$ cat config.mk
export PLATFORM = sky130hd
export DESIGN_NAME = bitmode_addr_gen
export DESIGN_NICKNAME = d
export VERILOG_FILES = /design/src/rtl/bitmode_addr_gen_pkg.sv /design/src/rtl/bitmode_addr_gen_axis_counter.sv /design/src/rtl/bitmode_addr_gen.sv
export SDC_FILE = /design/constraint.sdc
export NUM_CORES = 1
export LEC_CHECK = 0
export CORE_UTILIZATION = 40
export CTS_BUF_LIST = sky130_fd_sc_hd__clkbuf_2 sky130_fd_sc_hd__clkbuf_4 sky130_fd_sc_hd__clkbuf_8
export CTS_CLUSTER_SIZE = 28
export DETAILED_ROUTE_END_ITERATION = 10
export GPL_TIMING_DRIVEN = 0
export PLACE_DENSITY = 0.82
export SLEW_MARGIN = 20
export SYNTH_ARGS = -nofsm -noshare
export SYNTH_HDL_FRONTEND = slang
export SYNTH_SLANG_ARGS = --single-unit
export TNS_END_PERCENT = 100
$ cat constraint.sdc
create_clock -name clk -period 3.9 [get_ports clk]
set_input_delay 0.975 -clock clk [delete_from_list [all_inputs] [get_ports clk]]
set_output_delay 0.975 -clock clk [all_outputs]
set_load 0.01 [all_outputs]
$ cat src/rtl/bitmode_addr_gen_pkg.sv
// Shared types and constants for the bitmap-mode pixel address generator.
// Holds FSM encodings, default widths, step direction constants and the per-axis control decode.
package bitmode_addr_gen_pkg;

    localparam int unsigned BM_XW_DEFAULT = 8;
    localparam int unsigned BM_YW_DEFAULT = 8;
    localparam int unsigned BM_BUS_W      = 8;

    // Polarity of the XINCn/YINCn controls.
    localparam logic BM_STEP_UP   = 1'b0;
    localparam logic BM_STEP_DOWN = 1'b1;

    typedef enum logic {
        BM_IDLE   = 1'b0,
        BM_ACCESS = 1'b1
    } bm_state_e;

    // Per-axis command for one clock edge.
    typedef struct packed {
        logic load;
        logic step;
        logic down;
    } bm_axis_ctrl_t;

    // A load on the same edge as a step suppresses that axis' step.
    function automatic bm_axis_ctrl_t bm_axis_ctrl(
        input logic ldn,
        input logic step_edge,
        input logic an,
        input logic incn
    );
        bm_axis_ctrl_t c;
        c.load = ~ldn;
        c.step = step_edge & ~an & ldn;
        c.down = (incn == BM_STEP_DOWN);
        return c;
    endfunction

endpackage

$ cat src/rtl/bitmode_addr_gen_axis_counter.sv
// Single pixel-pointer axis: parallel load, optional up/down step, modulo 2^W wrap.
// Load has priority over step.
module bitmode_addr_gen_axis_counter
    import bitmode_addr_gen_pkg::*;
#(
    parameter int unsigned W = 8
) (
    input  logic          clk,
    input  logic          reset_n,
    input  bm_axis_ctrl_t ctrl,
    input  logic [W-1:0]  load_val,
    output logic [W-1:0]  count
);

    always_ff @(posedge clk or negedge reset_n) begin
        if (!reset_n) begin
            count <= '0;
        end else if (ctrl.load) begin
            count <= load_val;
        end else if (ctrl.step) begin
            count <= ctrl.down ? (count - W'(1)) : (count + W'(1));
        end
    end

endmodule

$ cat src/rtl/bitmode_addr_gen.sv
// Bitmap-mode pixel address generator: CPU-loaded X/Y pointers stepped once per bitmap access.
// Optional pointer readback enabled with the BITMODE_RDBACK_EN macro.
module bitmode_addr_gen
    import bitmode_addr_gen_pkg::*;
#(
    parameter int unsigned XW = BM_XW_DEFAULT,
    parameter int unsigned YW = BM_YW_DEFAULT
) (
    input  logic                  clk,
    input  logic                  reset_n,
    input  logic                  XLDn,
    input  logic                  YLDn,
    input  logic [BM_BUS_W-1:0]   BD,
    input  logic                  BITMDn,
    input  logic                  AXn,
    input  logic                  AYn,
    input  logic                  XINCn,
    input  logic                  YINCn,
    output logic [XW-1:0]         BX,
    output logic [YW-1:0]         BY,
    output logic [XW+YW-2:0]      VA,
    output logic                  PIXSEL,
    output logic [BM_BUS_W-1:0]   RDDATA
);

    bm_state_e     state;
    bm_state_e     state_nxt;
    logic          step_edge;
    bm_axis_ctrl_t x_ctrl;
    bm_axis_ctrl_t y_ctrl;

    // Access tracking state register.
    always_ff @(posedge clk or negedge reset_n) begin
        if (!reset_n) begin
            state <= BM_IDLE;
        end else begin
            state <= state_nxt;
        end
    end

    // Step fires on the edge that samples the end of an access.
    always_comb begin
        state_nxt = state;
        step_edge = 1'b0;
        case (state)
            BM_IDLE: begin
                if (!BITMDn) begin
                    state_nxt = BM_ACCESS;
                end
            end
            BM_ACCESS: begin
                if (BITMDn) begin
                    state_nxt = BM_IDLE;
                    step_edge = 1'b1;
                end
            end
            default: begin
                state_nxt = BM_IDLE;
            end
        endcase
    end

    assign x_ctrl = bm_axis_ctrl(XLDn, step_edge, AXn, XINCn);
    assign y_ctrl = bm_axis_ctrl(YLDn, step_edge, AYn, YINCn);

    bitmode_addr_gen_axis_counter #(
        .W (XW)
    ) u_x_axis (
        .clk      (clk),
        .reset_n  (reset_n),
        .ctrl     (x_ctrl),
        .load_val (XW'(BD)),
        .count    (BX)
    );

    bitmode_addr_gen_axis_counter #(
        .W (YW)
    ) u_y_axis (
        .clk      (clk),
        .reset_n  (reset_n),
        .ctrl     (y_ctrl),
        .load_val (YW'(BD)),
        .count    (BY)
    );

    // Two pixels per video RAM word; BX[0] picks the nibble.
    assign VA     = {BY, BX[XW-1:1]};
    assign PIXSEL = BX[0];

`ifdef BITMODE_RDBACK_EN
    logic last_x;

    // Remember which axis the CPU loaded last; reset points at X.
    always_ff @(posedge clk or negedge reset_n) begin
        if (!reset_n) begin
            last_x <= 1'b1;
        end else if (!YLDn) begin
            last_x <= 1'b0;
        end else if (!XLDn) begin
            last_x <= 1'b1;
        end
    end

    always_ff @(posedge clk or negedge reset_n) begin
        if (!reset_n) begin
            RDDATA <= '0;
        end else if (BITMDn && last_x) begin
            RDDATA <= BM_BUS_W'(BX);
        end else begin
            RDDATA <= BM_BUS_W'(BY);
        end
    end
`else
    assign RDDATA = '0;
`endif

endmodule

# ---- After elaboration in Yosys (flattened, before gate mapping)
# Index checks and enable logic that the tools add are counted.
dict set report totals {
  out_inout_bits 40
  ff_bits 17
  input_bits 17
}
dict set report op_classes {
  eq_ne 2
  muxes 9
  bitwise 6
  n_addsub 4
}
# op n
set ops {}
lappend ops {{8-bit 2-to-1 mux} 6}
lappend ops {{8-bit by 1-bit adder with 8-bit output, second input constant} 2}
lappend ops {{8-bit by 1-bit subtractor with 8-bit output, second input constant} 2}
lappend ops {{1-bit AND} 4}
lappend ops {{2-bit by 1-bit != test with 1-bit output, second input constant} 2}
lappend ops {{1-bit 2-to-1 mux} 3}
lappend ops {{1-bit NOT} 2}

# ---- Logic depth before layout (Yosys ltp)
dict set report logic_depth {
  ltp_word 6
  mapped_depth 7
  mapped_depth_nobuf 7
}

# ---- By module
# A second synthesis with hierarchy kept.
dict set report hier_totals {
  hier_cells 195
  hier_area_um2 1649.1
}
# module instances cells_each seq_area_each_um2 area_per_inst_um2
set by_module_without_submodules {}
lappend by_module_without_submodules {bitmode_addr_gen_axis_counter 2 82 200.2 704.4}
lappend by_module_without_submodules {bitmode_addr_gen 1 31 25.0 240.2}

# ---- Worst setup path before layout
# Ideal clock, no wire load.
dict set report synth_path {
  kind {in2reg}
  start {input port YINCn}
  end {register u_y_axis.count[7]}
  cell_stages 6
  n_path_buf 0
  path_slack_ns 1.006
  arrival_ns 2.763
  cell_sequence {ha_1 -> and2_4 -> a221o_1 -> or4_4 -> and4b_1 -> or3_1}
}
dict set report synth_via {
  elab_chain_len 3
}
# element line_no
set synth_rtl {}
lappend synth_rtl {{start, declared} bitmode_addr_gen.sv:18} ;# input logic YINCn,
lappend synth_rtl {{8-bit 2-to-1 mux} bitmode_addr_gen_axis_counter.sv:21} ;# count <= ctrl.down ? (count - W'(1)) : (count + W'(1));
lappend synth_rtl {{8-bit 2-to-1 mux} bitmode_addr_gen_axis_counter.sv:20} ;# end else if (ctrl.step) begin
lappend synth_rtl {{8-bit 2-to-1 mux} bitmode_addr_gen_axis_counter.sv:18} ;# end else if (ctrl.load) begin
lappend synth_rtl {{end signal, assigned} bitmode_addr_gen_axis_counter.sv:19} ;# count <= load_val;
lappend synth_rtl {{end signal, assigned} bitmode_addr_gen_axis_counter.sv:21}
lappend synth_rtl {{end, declared} bitmode_addr_gen_axis_counter.sv:12} ;# output logic [W-1:0] count
# Every way passes these cells. The select of a mux whose other input is x is not followed.
# A chain may end at the register's enable or synchronous reset.

# ---- Worst setup path in the final report
# Same ends and word-level chain as after synthesis.

==> results.yml <==
grt:
  grt_pass1_wl_um: 6250
  overflow: 0
  antenna_found_initial: 0
  first_global_vias: 1455
  grt_max_degree: 18
  grt_usage: 0.184
clock_network:
  cts_resized: 0
  tritoncts: "built"
  cts_sinks: 17
  cts-root-buf: "clkbuf_8"
  post_cts_buffers: 0
  clockBufferDepth: 2
  postCtsHoldBufs: 0
  path_clk_slew_ns: 0.06
  cts_inserted_buffers: 3
  htreeDepth: 1
  clock_latency_ns: 0.26
final_layout:
  nFillCells: 351
  layout-drive-gt1-share: 0.128
  syn_to_final_growth_pct: 38.2
  final_common_cell: "clkdlybuf4s50_1"
  nets: 289
  antenna_cells: 0
  stdcell_area_sq_um: 2220
  final_cell_mix: "48 x clkdlybuf4s50_1, 25 x buf_4, 23 x a21oi_1"
timing:
  fin_setup_tns_ns: 0
  period_minus_slack_ns: 3.43
  rsz0062_at_grt: "no"
  finalSetupViolCount: 0
  tightestPinTransition_ns: 0.801
  max_clock_freq_mhz: 291
  hold_violations: 0
  slew_headroom: 0.464
  finClkSkew_ns: 0.00862
  final_max_slew_viol_count: 0
  fin_crit_sh: 0.880
  fin_ws_ns: 0.468
routing:
  dr.pass1.iters: 4
  wl_um: 3610
  num_vias: 1554
  drc: 0
  drt_iter0_markers: 34
  vias_per_cell: 5.10
  wl_per_cell_um: 11.8
  ant_nets: 0
power_and_ir_drop:
  total_power_w: 0.000666
  ir_worst_vdd_uv: 149
  power_density_nw_per_um2: 300
  p_leak_nw: 0.987
setup_path:
  cp-start-kind: "primary input"
  endpoint_kind: "flop"
  startpoint: "YINCn"
  critical_path_class: "primary input to flop"
  crit_arrival_ns: 3.56
  cp.required_ns: 4.03
  crit_fanout: 9
  reg2reg_from: "u_y_axis.count[1]$_DFFE_PN0P_"
  r2r_cells: 6
die:
  die_h_um: 65.4
  start_util: 0.429
  core-area_sq_um: 3740
  dieArea_sq_um: 4270
  fp-row-count: 22
  die_w_um: 65.4
  io_pins: 57
placed_design:
  place_area_sq_um: 2170
  post-dp-hpwl_um: 2940
  port_buffers: 48
  dp_slack_ns: 0.222
  globalplace.congestion: 0.837
min_path:
  min-delay-start: "u_y_axis.count[5]$_DFFE_PN0P_"
  hold_class: "flop to flop"
  whs_path_depth: 2
run_status:
  status: "finished, final reports clean"
yosys:
  ys_warn_count: 0
  yosysSeqAreaShare: 0.265
  synthDistinctLibCells: 41
  synth_seq_cells: 17
  avgSynthCellArea_sq_um: 8.11
  syn-instance-count: 198
  syn_area_sq_um: 1610
flow_run:
  maxCapViolCount: 0
-- metal layers --
metal / up-vias / GRT usage / wire length, um
li1: 795 / - / -
met1: 713 / 0.245 / 1700
met2: 44 / 0.307 / 1670
met3: 2 / 0.0521 / 228
met4: 0 / 0.0163 / 16
met5: - / 0 / 0
-- synthesized netlist by cell type, drive strengths merged --
master / number / area [sq um]
and2: 1 / 8.76
dfrtp: 17 / 425
a211oi: 6 / 45.0
and4b: 1 / 10.0
conb: 1 / 3.75
o22ai: 1 / 6.26
ha: 12 / 150
and4: 1 / 8.76
or4: 3 / 26.3
nor3: 7 / 35.0
nand2b: 5 / 31.3
or2b: 1 / 7.51
nor2b: 5 / 31.3
inv: 11 / 41.3
o21ai: 9 / 45.0
o31a: 2 / 17.5
buf: 25 / 188
mux2i: 2 / 20.0
nor3b: 4 / 35.0
clkbuf: 4 / 15.0
nor2: 18 / 67.6
fa: 2 / 40.0
nand2: 8 / 30.0
nand3: 6 / 30.0
and3: 2 / 12.5
o31ai: 1 / 7.51
a221o: 1 / 10.0
a21o: 2 / 15.0
o21a: 4 / 30.0
a31oi: 2 / 12.5
o21bai: 2 / 15.0
xnor2: 2 / 17.5
or2: 1 / 8.76
nand3b: 1 / 7.51
o211ai: 2 / 15.0
o2111ai: 1 / 8.76
or3: 2 / 12.5
a21oi: 23 / 115
-- worst max-delay path: stages --
cell and delay (ns):
clkdlybuf4s50_1 0.67, ha_1 0.30, a211oi_1 0.47, nor3b_2 0.12, or4_4 0.49, and4b_1 0.19, or3_1 0.34
-- path summary, 6_finish.rpt --
path / to / slack (ns)
min reg2reg: u_y_axis.count[5]$_DFFE_PN0P_ / 0.60
max: u_y_axis.count[7]$_DFFE_PN0P_ / 0.47
max reg2reg: u_y_axis.count[7]$_DFFE_PN0P_ / 1.43
min: u_y_axis.count[5]$_DFFE_PN0P_ / 0.60
max in group asynchronous: u_y_axis.count[5]$_DFFE_PN0P_ / 2.22
min in group asynchronous: u_x_axis.count[3]$_DFFE_PN0P_ / 1.18
-- power by group --
| group | total, W | internal, W | switching, W |
|---|---|---|---|
| Sequential | 0.000217 | 0.000195 | 0.0000222 |
| Clock | 0.000134 | 0.0000710 | 0.0000628 |
| Combinational | 0.000315 | 0.000176 | 0.000139 |
| Total | 0.000666 | 0.000442 | 0.000224 |
-- metrics by stage --
| stage | utilization | hold slack, ns | cells |
|---|---|---|---|
| after floorplan | - | 0.600 | 205 |
| after global placement | 0.581 | 0.597 | 301 |
| after detailed placement | 0.581 | 0.595 | 301 |
| after CTS | 0.593 | 0.611 | 305 |
| after global routing | 0.593 | 0.658 | 305 |
| final | 0.593 | 0.604 | 305 |
-- cell families after synthesis --
| kind of cell | synth area share |
|---|---|
| buf+inv | 0.152 |
| mux | 0.0125 |
| compound gates | 0.213 |
| xor+xnor | 0.0109 |
| other cells | 0.00233 |
| fa+ha+maj | 0.118 |
| simple gates | 0.226 |
| flops | 0.265 |
-- sequential cells by signal (all words and copies together), names as in the netlist --
signal / cells
u_y_axis.count: 8
u_x_axis.count: 8
state: 1
-- final cells by class --
cell class / count / area [sq um] / share of cell area
Tap cell: 48 / 60.1 / 0.0271
Sequential cell: 17 / 425 / 0.192
Clock buffer: 3 / 41.3 / 0.0186
Clock inverter: 1 / 5.00 / 0.00225
Timing Repair Buffer: 48 / 480 / 0.216
Inverter: 11 / 41.3 / 0.0186
Buffer: 29 / 203 / 0.0913
Multi-Input combinational cell: 148 / 963 / 0.434
Power figures use the tool's default switching activity.
